==> config.mk <==
export PLATFORM = sky130hd
export DESIGN_NAME = alu_issue_wb
export DESIGN_NICKNAME = d
export VERILOG_FILES = /design/src/rtl/alu_issue_wb.sv
export SDC_FILE = /design/constraint.sdc
export NUM_CORES = 1
export LEC_CHECK = 0
export ABC_AREA = 1
export CAP_MARGIN = 15
export CELL_PAD_IN_SITES_DETAIL_PLACEMENT = 1
export CELL_PAD_IN_SITES_GLOBAL_PLACEMENT = 2
export CORE_MARGIN = 2
export CORE_UTILIZATION = 40
export CTS_BUF_LIST = sky130_fd_sc_hd__clkbuf_8
export DETAILED_ROUTE_END_ITERATION = 6
export GPL_TIMING_DRIVEN = 1
export PLACE_DENSITY_LB_ADDON = 0.1
export SYNTH_ARGS = -nofsm -noshare
export SYNTH_HDL_FRONTEND = slang
export SYNTH_SLANG_ARGS = --single-unit
==> constraint.sdc <==
create_clock -name clk_i -period 14.4 [get_ports clk_i]
set_clock_uncertainty 0.2 [all_clocks]
set_input_delay 2.88 -clock clk_i [delete_from_list [all_inputs] [get_ports clk_i]]
set_output_delay 2.88 -clock clk_i [all_outputs]
set_load 0.03 [all_outputs]
==> src/rtl/alu_issue_wb.sv <==
// Issue FIFO and writeback register around the combinational integer ALU.
// The FIFO head feeds the ALU, and the ALU result is registered for the scoreboard.
package config_pkg;
  typedef struct packed {
    int unsigned XLEN;
    int unsigned TRANS_ID_BITS;
  } cva6_cfg_t;

  localparam cva6_cfg_t cva6_cfg_empty = '{XLEN: 32, TRANS_ID_BITS: 4};

  localparam int unsigned FU_XLEN  = cva6_cfg_empty.XLEN;
  localparam int unsigned FU_TID_W = cva6_cfg_empty.TRANS_ID_BITS;

  typedef enum logic [3:0] {
    ADD = 4'd0,
    SUB = 4'd1,
    EQ  = 4'd2,
    NE  = 4'd3
  } fu_op;

  typedef struct packed {
    fu_op                operation;
    logic [FU_XLEN-1:0]  operand_a;
    logic [FU_XLEN-1:0]  operand_b;
    logic [FU_XLEN-1:0]  imm;
    logic [FU_TID_W-1:0] trans_id;
  } fu_data_t;
endpackage

module alu_issue_wb #(
  parameter config_pkg::cva6_cfg_t CVA6Cfg = config_pkg::cva6_cfg_empty,
  parameter int unsigned           DEPTH   = 4
) (
  input  logic                                clk_i,
  input  logic                                rst_ni,
  input  logic                                flush_i,
  input  logic                                issue_valid_i,
  output logic                                issue_ready_o,
  input  config_pkg::fu_data_t                issue_data_i,
  output config_pkg::fu_data_t                alu_fu_data_o,
  input  logic [CVA6Cfg.XLEN-1:0]             alu_result_i,
  input  logic                                alu_branch_res_i,
  output logic                                wb_valid_o,
  input  logic                                wb_ready_i,
  output logic [CVA6Cfg.XLEN-1:0]             wb_result_o,
  output logic                                wb_branch_res_o,
  output logic [CVA6Cfg.TRANS_ID_BITS-1:0]    wb_trans_id_o,
  output logic [$clog2(DEPTH):0]              occupancy_o
);
  localparam int unsigned       PTR_W = $clog2(DEPTH);
  localparam int unsigned       CNT_W = PTR_W + 1;
  localparam logic [CNT_W-1:0]  FULL  = CNT_W'(DEPTH);

  config_pkg::fu_data_t                mem_q [DEPTH];
  logic [PTR_W-1:0]                    wptr_q, wptr_d, rptr_q, rptr_d;
  logic [CNT_W-1:0]                    count_q, count_d;
  logic                                wb_valid_q, wb_valid_d;
  logic                                wb_branch_q, wb_branch_d;
  logic [CVA6Cfg.XLEN-1:0]             wb_result_q, wb_result_d;
  logic [CVA6Cfg.TRANS_ID_BITS-1:0]    wb_trans_id_q, wb_trans_id_d;
  logic                                push, pop;

  // Ready looks only at the stored count and flush, never at the writeback side.
  assign issue_ready_o = (count_q != FULL) & ~flush_i;
  assign push          = issue_valid_i & issue_ready_o;
  assign pop           = (count_q != '0) & (~wb_valid_q | wb_ready_i) & ~flush_i;
  assign alu_fu_data_o = (count_q != '0) ? mem_q[rptr_q] : '0;

  always_comb begin
    wptr_d        = wptr_q;
    rptr_d        = rptr_q;
    count_d       = count_q;
    wb_valid_d    = wb_valid_q;
    wb_result_d   = wb_result_q;
    wb_branch_d   = wb_branch_q;
    wb_trans_id_d = wb_trans_id_q;
    if (flush_i) begin
      wptr_d     = '0;
      rptr_d     = '0;
      count_d    = '0;
      wb_valid_d = 1'b0;
    end else begin
      if (push) wptr_d = wptr_q + 1'b1;
      if (pop) begin
        rptr_d        = rptr_q + 1'b1;
        wb_valid_d    = 1'b1;
        wb_result_d   = alu_result_i;
        wb_branch_d   = alu_branch_res_i;
        wb_trans_id_d = alu_fu_data_o.trans_id;
      end else if (wb_ready_i) begin
        wb_valid_d = 1'b0;
      end
      case ({push, pop})
        2'b10:   count_d = count_q + 1'b1;
        2'b01:   count_d = count_q - 1'b1;
        default: count_d = count_q;
      endcase
    end
  end

  always_ff @(posedge clk_i or negedge rst_ni) begin
    if (!rst_ni) begin
      wptr_q        <= '0;
      rptr_q        <= '0;
      count_q       <= '0;
      wb_valid_q    <= 1'b0;
      wb_result_q   <= '0;
      wb_branch_q   <= 1'b0;
      wb_trans_id_q <= '0;
    end else begin
      wptr_q        <= wptr_d;
      rptr_q        <= rptr_d;
      count_q       <= count_d;
      wb_valid_q    <= wb_valid_d;
      wb_result_q   <= wb_result_d;
      wb_branch_q   <= wb_branch_d;
      wb_trans_id_q <= wb_trans_id_d;
    end
  end

  // Payload storage is left untouched by reset and flush; the pointers decide what is live.
  always_ff @(posedge clk_i) begin
    if (push) mem_q[wptr_q] <= issue_data_i;
  end

  assign wb_valid_o      = wb_valid_q;
  assign wb_result_o     = wb_result_q;
  assign wb_branch_res_o = wb_branch_q;
  assign wb_trans_id_o   = wb_trans_id_q;
  assign occupancy_o     = count_q;
endmodule

==> impl_metrics.toml, run 1 <==
[final_layout]
stdcell_count = 2388
fillers = 4581
area_growth_pct = 26.52
drive_gt1_frac = 0.07019
final_area_sq_um = 22670
multi_input_area_sq_um = 3862
final_core_util = 0.5127
layout.nets = 1883
register_area_sq_um = 13630

[place]
post-place-ws_ns = 6.783
dp_cells = 2249
place.gp.congestion = 0.7096
hpwl_um = 25500
placed_area_sq_um = 21300
io_buffers = 287

[sta]
hold_viol_final = 0
drv_slew = 0
rsz0062_at_grt = "false"
fin_setup_tns_ns = 0
tightest_slew_ns = 1.142
max_freq_mhz = 131.4
relSlewSlack = 0.2389
min_period_over_period = 0.5285
finalCriticalPeriod_ns = 7.610
setup_viol = 0
finalWorstSetupSlack_ns = 6.790
whs_ns = 0.2692

[clock_tree]
cts_setup_buffers = 0
cts_resized = 0
cts_root_buffer = "clkbuf_8"
htreeDepth = 3
cts_hold_buf = 0
numCtsBuffers = 77
cts_tree = "yes"
clock-sinks = 461
clock_latency_ns = 0.63
path_clk_slew_ns = 0.06
clock_path_buffers = 3

[power]
power.leakage_nw = 7.990
irDropWorstVdd_v = 0.0001292
power.total_mw = 4.566
powerDensity_nw_per_um2 = 201.4

[logic_synthesis]
yosysMostFrequentCell = "nor2_1"
synth.top_cells.by_area = "edfxtp_1, nor2_1, dfrtp_1, o21ai_0, a21oi_1"
synth.avg_cell_area_sq_um = 12.44
netlist_area_sq_um = 17920
synth-main-ff-cell = "edfxtp_1"
synth_common_cells = "nor2_1, edfxtp_1, o21ai_0"
yosys.area.top_type = "edfxtp_1"
syn_nets = 1588
ys_types = 28
synth_edf_count = 416
yosysWarnings = 0
ys_seq_area_frac = 0.7599
synth_top_cell_area_share = 0.6971
syn_inst = 1441
async_reset_ff_frac = 0.09761
synth_seq_cells = 461

[global_route]
grt_max_degree = 113
grt_pass1_vias = 12650
antenna_found_initial = 5
grt_pass1_wl_um = 72300
grt-ovfl-total = 0
grt_use_total = 0.2022

[status]
status = "finished, final reports clean"

[die]
die_y_um = 215.7
fp-row-count = 77
dieWidth_um = 215.7
coreArea_sq_um = 44220
initial_utilization = 0.4053
die_area_sq_um = 46510
num_io_pins = 288

[detailed_routing]
drtIter0Drc = 636
antenna_left = 0
dr_total_vias = 11900
drt_first_pass_iters = 5
drc = 0
wl_per_cell_um = 19.52
vias_per_cell = 4.982
wl_um = 46620

[setup_path]
critical_path.most_common_cell = "clkdlybuf4s50_1"
slowest_delay_ns = 0.75
required_ns = 11.32
worstPathCellList = "clkdlybuf4s50_1, a21oi_1, clkdlybuf4s50_1"
critPathMaxFanout = 6
crit_path_start_kind = "input pin"
slowest_stage = "clkdlybuf4s50_1"
endpoint_kind = "output pin"
arrival_ns = 4.53
crit_type = "input pin to output pin"

[run]
maxCapViolCount = 0

[min_path]
hold_path.class = "flop to flop"
[layout by cell type (no fill, tap or decap), types with 2 or more instances in the layout]
| cell type | n |
|---|---|
| clkinv_1 | 26 |
| a21oi_1 | 102 |
| dfrtp_1 | 43 |
| clkdlybuf4s50_1 | 286 |
| edfxtp_1 | 416 |
| nor2_1 | 414 |
| o22a_1 | 4 |
| inv_6 | 4 |
| ha_1 | 4 |
| dfrtp_4 | 2 |
| nand3_1 | 7 |
| nor2_4 | 4 |
| nand2_4 | 2 |
| inv_2 | 3 |
| o21ai_0 | 202 |
| clkinv_2 | 4 |
| inv_1 | 33 |
| o21ai_1 | 12 |
| clkbuf_8 | 81 |
| nand2_1 | 115 |
| clkinvlp_4 | 3 |
| buf_4 | 16 |
[routing by layer]
metal / vias to the layer above / track usage / share of wire
met5: - / 0 / 0.0012
met4: 8 / 0.05586 / 0.018
met2: 258 / 0.3427 / 0.50
met1: 5927 / 0.2505 / 0.42
li1: 5636 / - / -
met3: 68 / 0.06258 / 0.064
[sequential cells by signal (all words and copies together), names as in the netlist]
| signal | cells |
|---|---|
| mem_q | 416 |
| wb_result_o | 32 |
| wb_trans_id_o | 4 |
| occupancy_o | 3 |
| rptr_q | 2 |
| wptr_q | 2 |
| wb_branch_res_o | 1 |
| wb_valid_o | 1 |
[worst max-delay path: cells and delay by family]
family                 cells  cell delay [ns]
AO/OA/AOI/OAI              1             0.30
buffers and inverters      2             1.35
[area by class of cell]
cell class / instances / share of cell area
tap: 592 / 0.03267
sequential: 461 / 0.6009
timing repair buffer: 303 / 0.1318
inverter: 17 / 0.003476
multi-input combinational: 876 / 0.1703
clock inverter: 57 / 0.01153
clock buffer: 81 / 0.04917
antenna: 1 / 0.0001104
[path summary, 6_finish.rpt]
path / start / endpoint / slack [ns] / depth (start not counted)
max in group asynchronous: rst_ni / rptr_q[1] / 11.41 / 2
max reg2reg: occupancy_o[0] / mem_q[1][60] / 11.60 / 5
min in group asynchronous: rst_ni / wb_result_o[8] / 2.13 / 2
max: flush_i / issue_ready_o / 6.79 / 3
min reg2reg: wb_result_o[17] / wb_result_o[17] / 0.27 / 2
min: wb_result_o[17] / wb_result_o[17] / 0.27 / 2
[power breakdown]
| part | total [mW] | switching [mW] | internal (mW) |
|---|---|---|---|
| sequential | 1.66 | 0.0775 | 1.58 |
| combinational | 1.85 | 1.23 | 0.618 |
| clock | 1.05 | 0.515 | 0.537 |
| total | 4.57 | 1.83 | 2.74 |
[kinds of logic after synthesis]
group | Yosys count | synth area share
and+or+nand+nor | 547 | 0.1179
DFF | 461 | 0.7599
AOI/OAI and AO/OA | 322 | 0.09104
buffers and inverters | 104 | 0.02625
adders and majority gates | 5 | 0.003910
xor gates and xnor gates | 2 | 0.0009776
No activity file was read; power rests on OpenSTA's default activity.
==> run 2, diff against run 1 <==
--- a/config.mk
+++ b/config.mk
@@ -10,7 +10,7 @@
 export CELL_PAD_IN_SITES_DETAIL_PLACEMENT = 1
 export CELL_PAD_IN_SITES_GLOBAL_PLACEMENT = 2
 export CORE_MARGIN = 2
-export CORE_UTILIZATION = 40
+export CORE_UTILIZATION = 34
 export CTS_BUF_LIST = sky130_fd_sc_hd__clkbuf_8
 export DETAILED_ROUTE_END_ITERATION = 6
 export GPL_TIMING_DRIVEN = 1
==> constraint.sdc (replaced) <==
create_clock -name clk_i -period 6.6 [get_ports clk_i]
set_clock_uncertainty 0.2 [all_clocks]
set_input_delay 1.32 -clock clk_i [delete_from_list [all_inputs] [get_ports clk_i]]
set_output_delay 1.32 -clock clk_i [all_outputs]
set_load 0.03 [all_outputs]
==> impl_metrics.toml, run 2 (synthesized netlist as in run 1, its figures left out) <==
[die]
num_io_pins = 288
die_area_sq_um = 54560
dieWidth_um = 233.6
fp-row-count = 84
coreArea_sq_um = 52340
initial_utilization = 0.3424
die_y_um = 233.6

[sta]
whs_ns = 0.2697
finalWorstSetupSlack_ns = 1.391
finalCriticalPeriod_ns = 5.209
tightest_slew_ns = 1.263
setup_viol = 0
drv_slew = 0
hold_viol_final = 0
min_period_over_period = 0.7892
rsz0062_at_grt = "false"
max_freq_mhz = 192.0
relSlewSlack = 0.1581

[global_route]
grt_use_total = 0.1793
grt_max_degree = 210
grt_pass1_wl_um = 73570
grt-ovfl-total = 0
grt_pass1_vias = 12530
antenna_found_initial = 6

[detailed_routing]
drtIter0Drc = 587
vias_per_cell = 4.792
wl_um = 49160
dr_total_vias = 11920
wl_per_cell_um = 19.77
drc = 0
drt_first_pass_iters = 5
antenna_left = 0

[clock_tree]
clock_latency_ns = 0.65
clock-sinks = 461
cts_root_buffer = "clkbuf_8"
numCtsBuffers = 80
htreeDepth = 3
cts_tree = "yes"
cts_setup_buffers = 0
clock_path_buffers = 3
path_clk_slew_ns = 0.05
cts_resized = 0
cts_hold_buf = 0

[final_layout]
area_growth_pct = 27.74
drive_gt1_frac = 0.07179
layout.nets = 1884
final_common_cell = "edfxtp_1"
final_area_sq_um = 22890
fillers = 5551
register_area_sq_um = 13630
largest_reg_flops = 416
largest_register = "mem_q"
final_cell_mix = "edfxtp_1, nor2_1, clkdlybuf4s50_1, o21ai_0, nand2_1"
multi_input_area_sq_um = 3862
stdcell_count = 2487

[place]
dp_cells = 2343
place.gp.congestion = 0.7009
placed_area_sq_um = 21450
post-place-ws_ns = 1.951
hpwl_um = 26160
io_buffers = 287

[power]
power_frac_comb = 0.408
swShare = 0.4009
power_frac_seq = 0.355
p_switching_mw = 4.055
power.total_mw = 10.11
clkPwrFrac = 0.237
power.leakage_nw = 8.058
powerDensity_nw_per_um2 = 441.8
p_int_mw = 6.059
irDropWorstVdd_v = 0.0005479

[min_path]
min_from = "wb_result_o[7]"
hold_path.class = "flop to flop"

[setup_path]
required_ns = 5.08
reg2reg_from = "occupancy_o[0]"
critPathMaxFanout = 105
crit_start = "rptr_q[1]"
crit_type = "flop to output pin"
crit_path_start_kind = "flop"
arrival_ns = 3.69
endpoint_kind = "output pin"

[status]
status = "finished, final reports clean"

[run]
maxCapViolCount = 0
==> run 2: changes by cell type in the layout (fill, tap and decap cells not counted) <==
cell	delta
clkinv_2	+3
inv_6	-1
inv_1	+8
clkbuf_8	+2
buf_4	-6
diode_2	+1
clkinv_1	-9
bufinv_16	+1
buf_12	+4
==> run 2: per-layer routing <==
layer / vias to the layer above / track usage / routed length [um]
li1: 5645 / - / -
met1: 5914 / 0.2244 / 21170
met2: 276 / 0.2944 / 23680
met3: 74 / 0.05261 / 3253
met4: 8 / 0.06487 / 1000
met5: - / 0 / 54
==> run 2: path summary, 6_finish.rpt <==
| path | to | slack (ns) | depth (start not counted) |
|---|---|---|---|
| setup reg to reg | mem_q[1][9] | 3.90 | 5 |
| setup / recovery | alu_fu_data_o[3] | 1.39 | 5 |
| max in group asynchronous | rptr_q[1] | 5.15 | 2 |
| hold / removal | wb_result_o[7] | 0.27 | 2 |
| min in group asynchronous | wb_branch_res_o | 0.57 | 2 |
| hold reg to reg | wb_result_o[7] | 0.27 | 2 |
==> run 2: area by class of cell <==
class,instances,area share
diodes,2,0.0002186
clock buffers,83,0.04990
clock inverters,59,0.01284
inverters,17,0.003443
multi-input cells,876,0.1687
flip-flops and latches,461,0.5952
well taps,688,0.03760
repair buffers,301,0.1321
==> run 2: critical path: stages, from the launching register on <==
cell,delay [ns]
dfrtp_4,0.81
inv_6,0.91
o21ai_0,0.25
o22a_1,0.25
nor2_1,0.10
clkdlybuf4s50_1,0.69
==> run 2: metrics by stage <==
step	util	TNS (ns)
6_report	0.4374	0
5_1_grt	0.4373	0
4_1_cts	0.4373	0
3_5_place_dp	0.4098	0
3_3_place_gp	0.4098	0
2_1_floorplan	-	-15.52
==> run 2: power by group through the flow <==
stage / Combinational (mW) / Clock [mW] / Sequential (mW)
floorplan: 2.26 / 0 / 3.85
global placement: 4.18 / 0 / 3.65
detailed placement: 4.20 / 0 / 3.65
CTS: 4.22 / 2.49 / 3.60
global route: 4.49 / 2.61 / 3.62
finish: 4.12 / 2.40 / 3.59
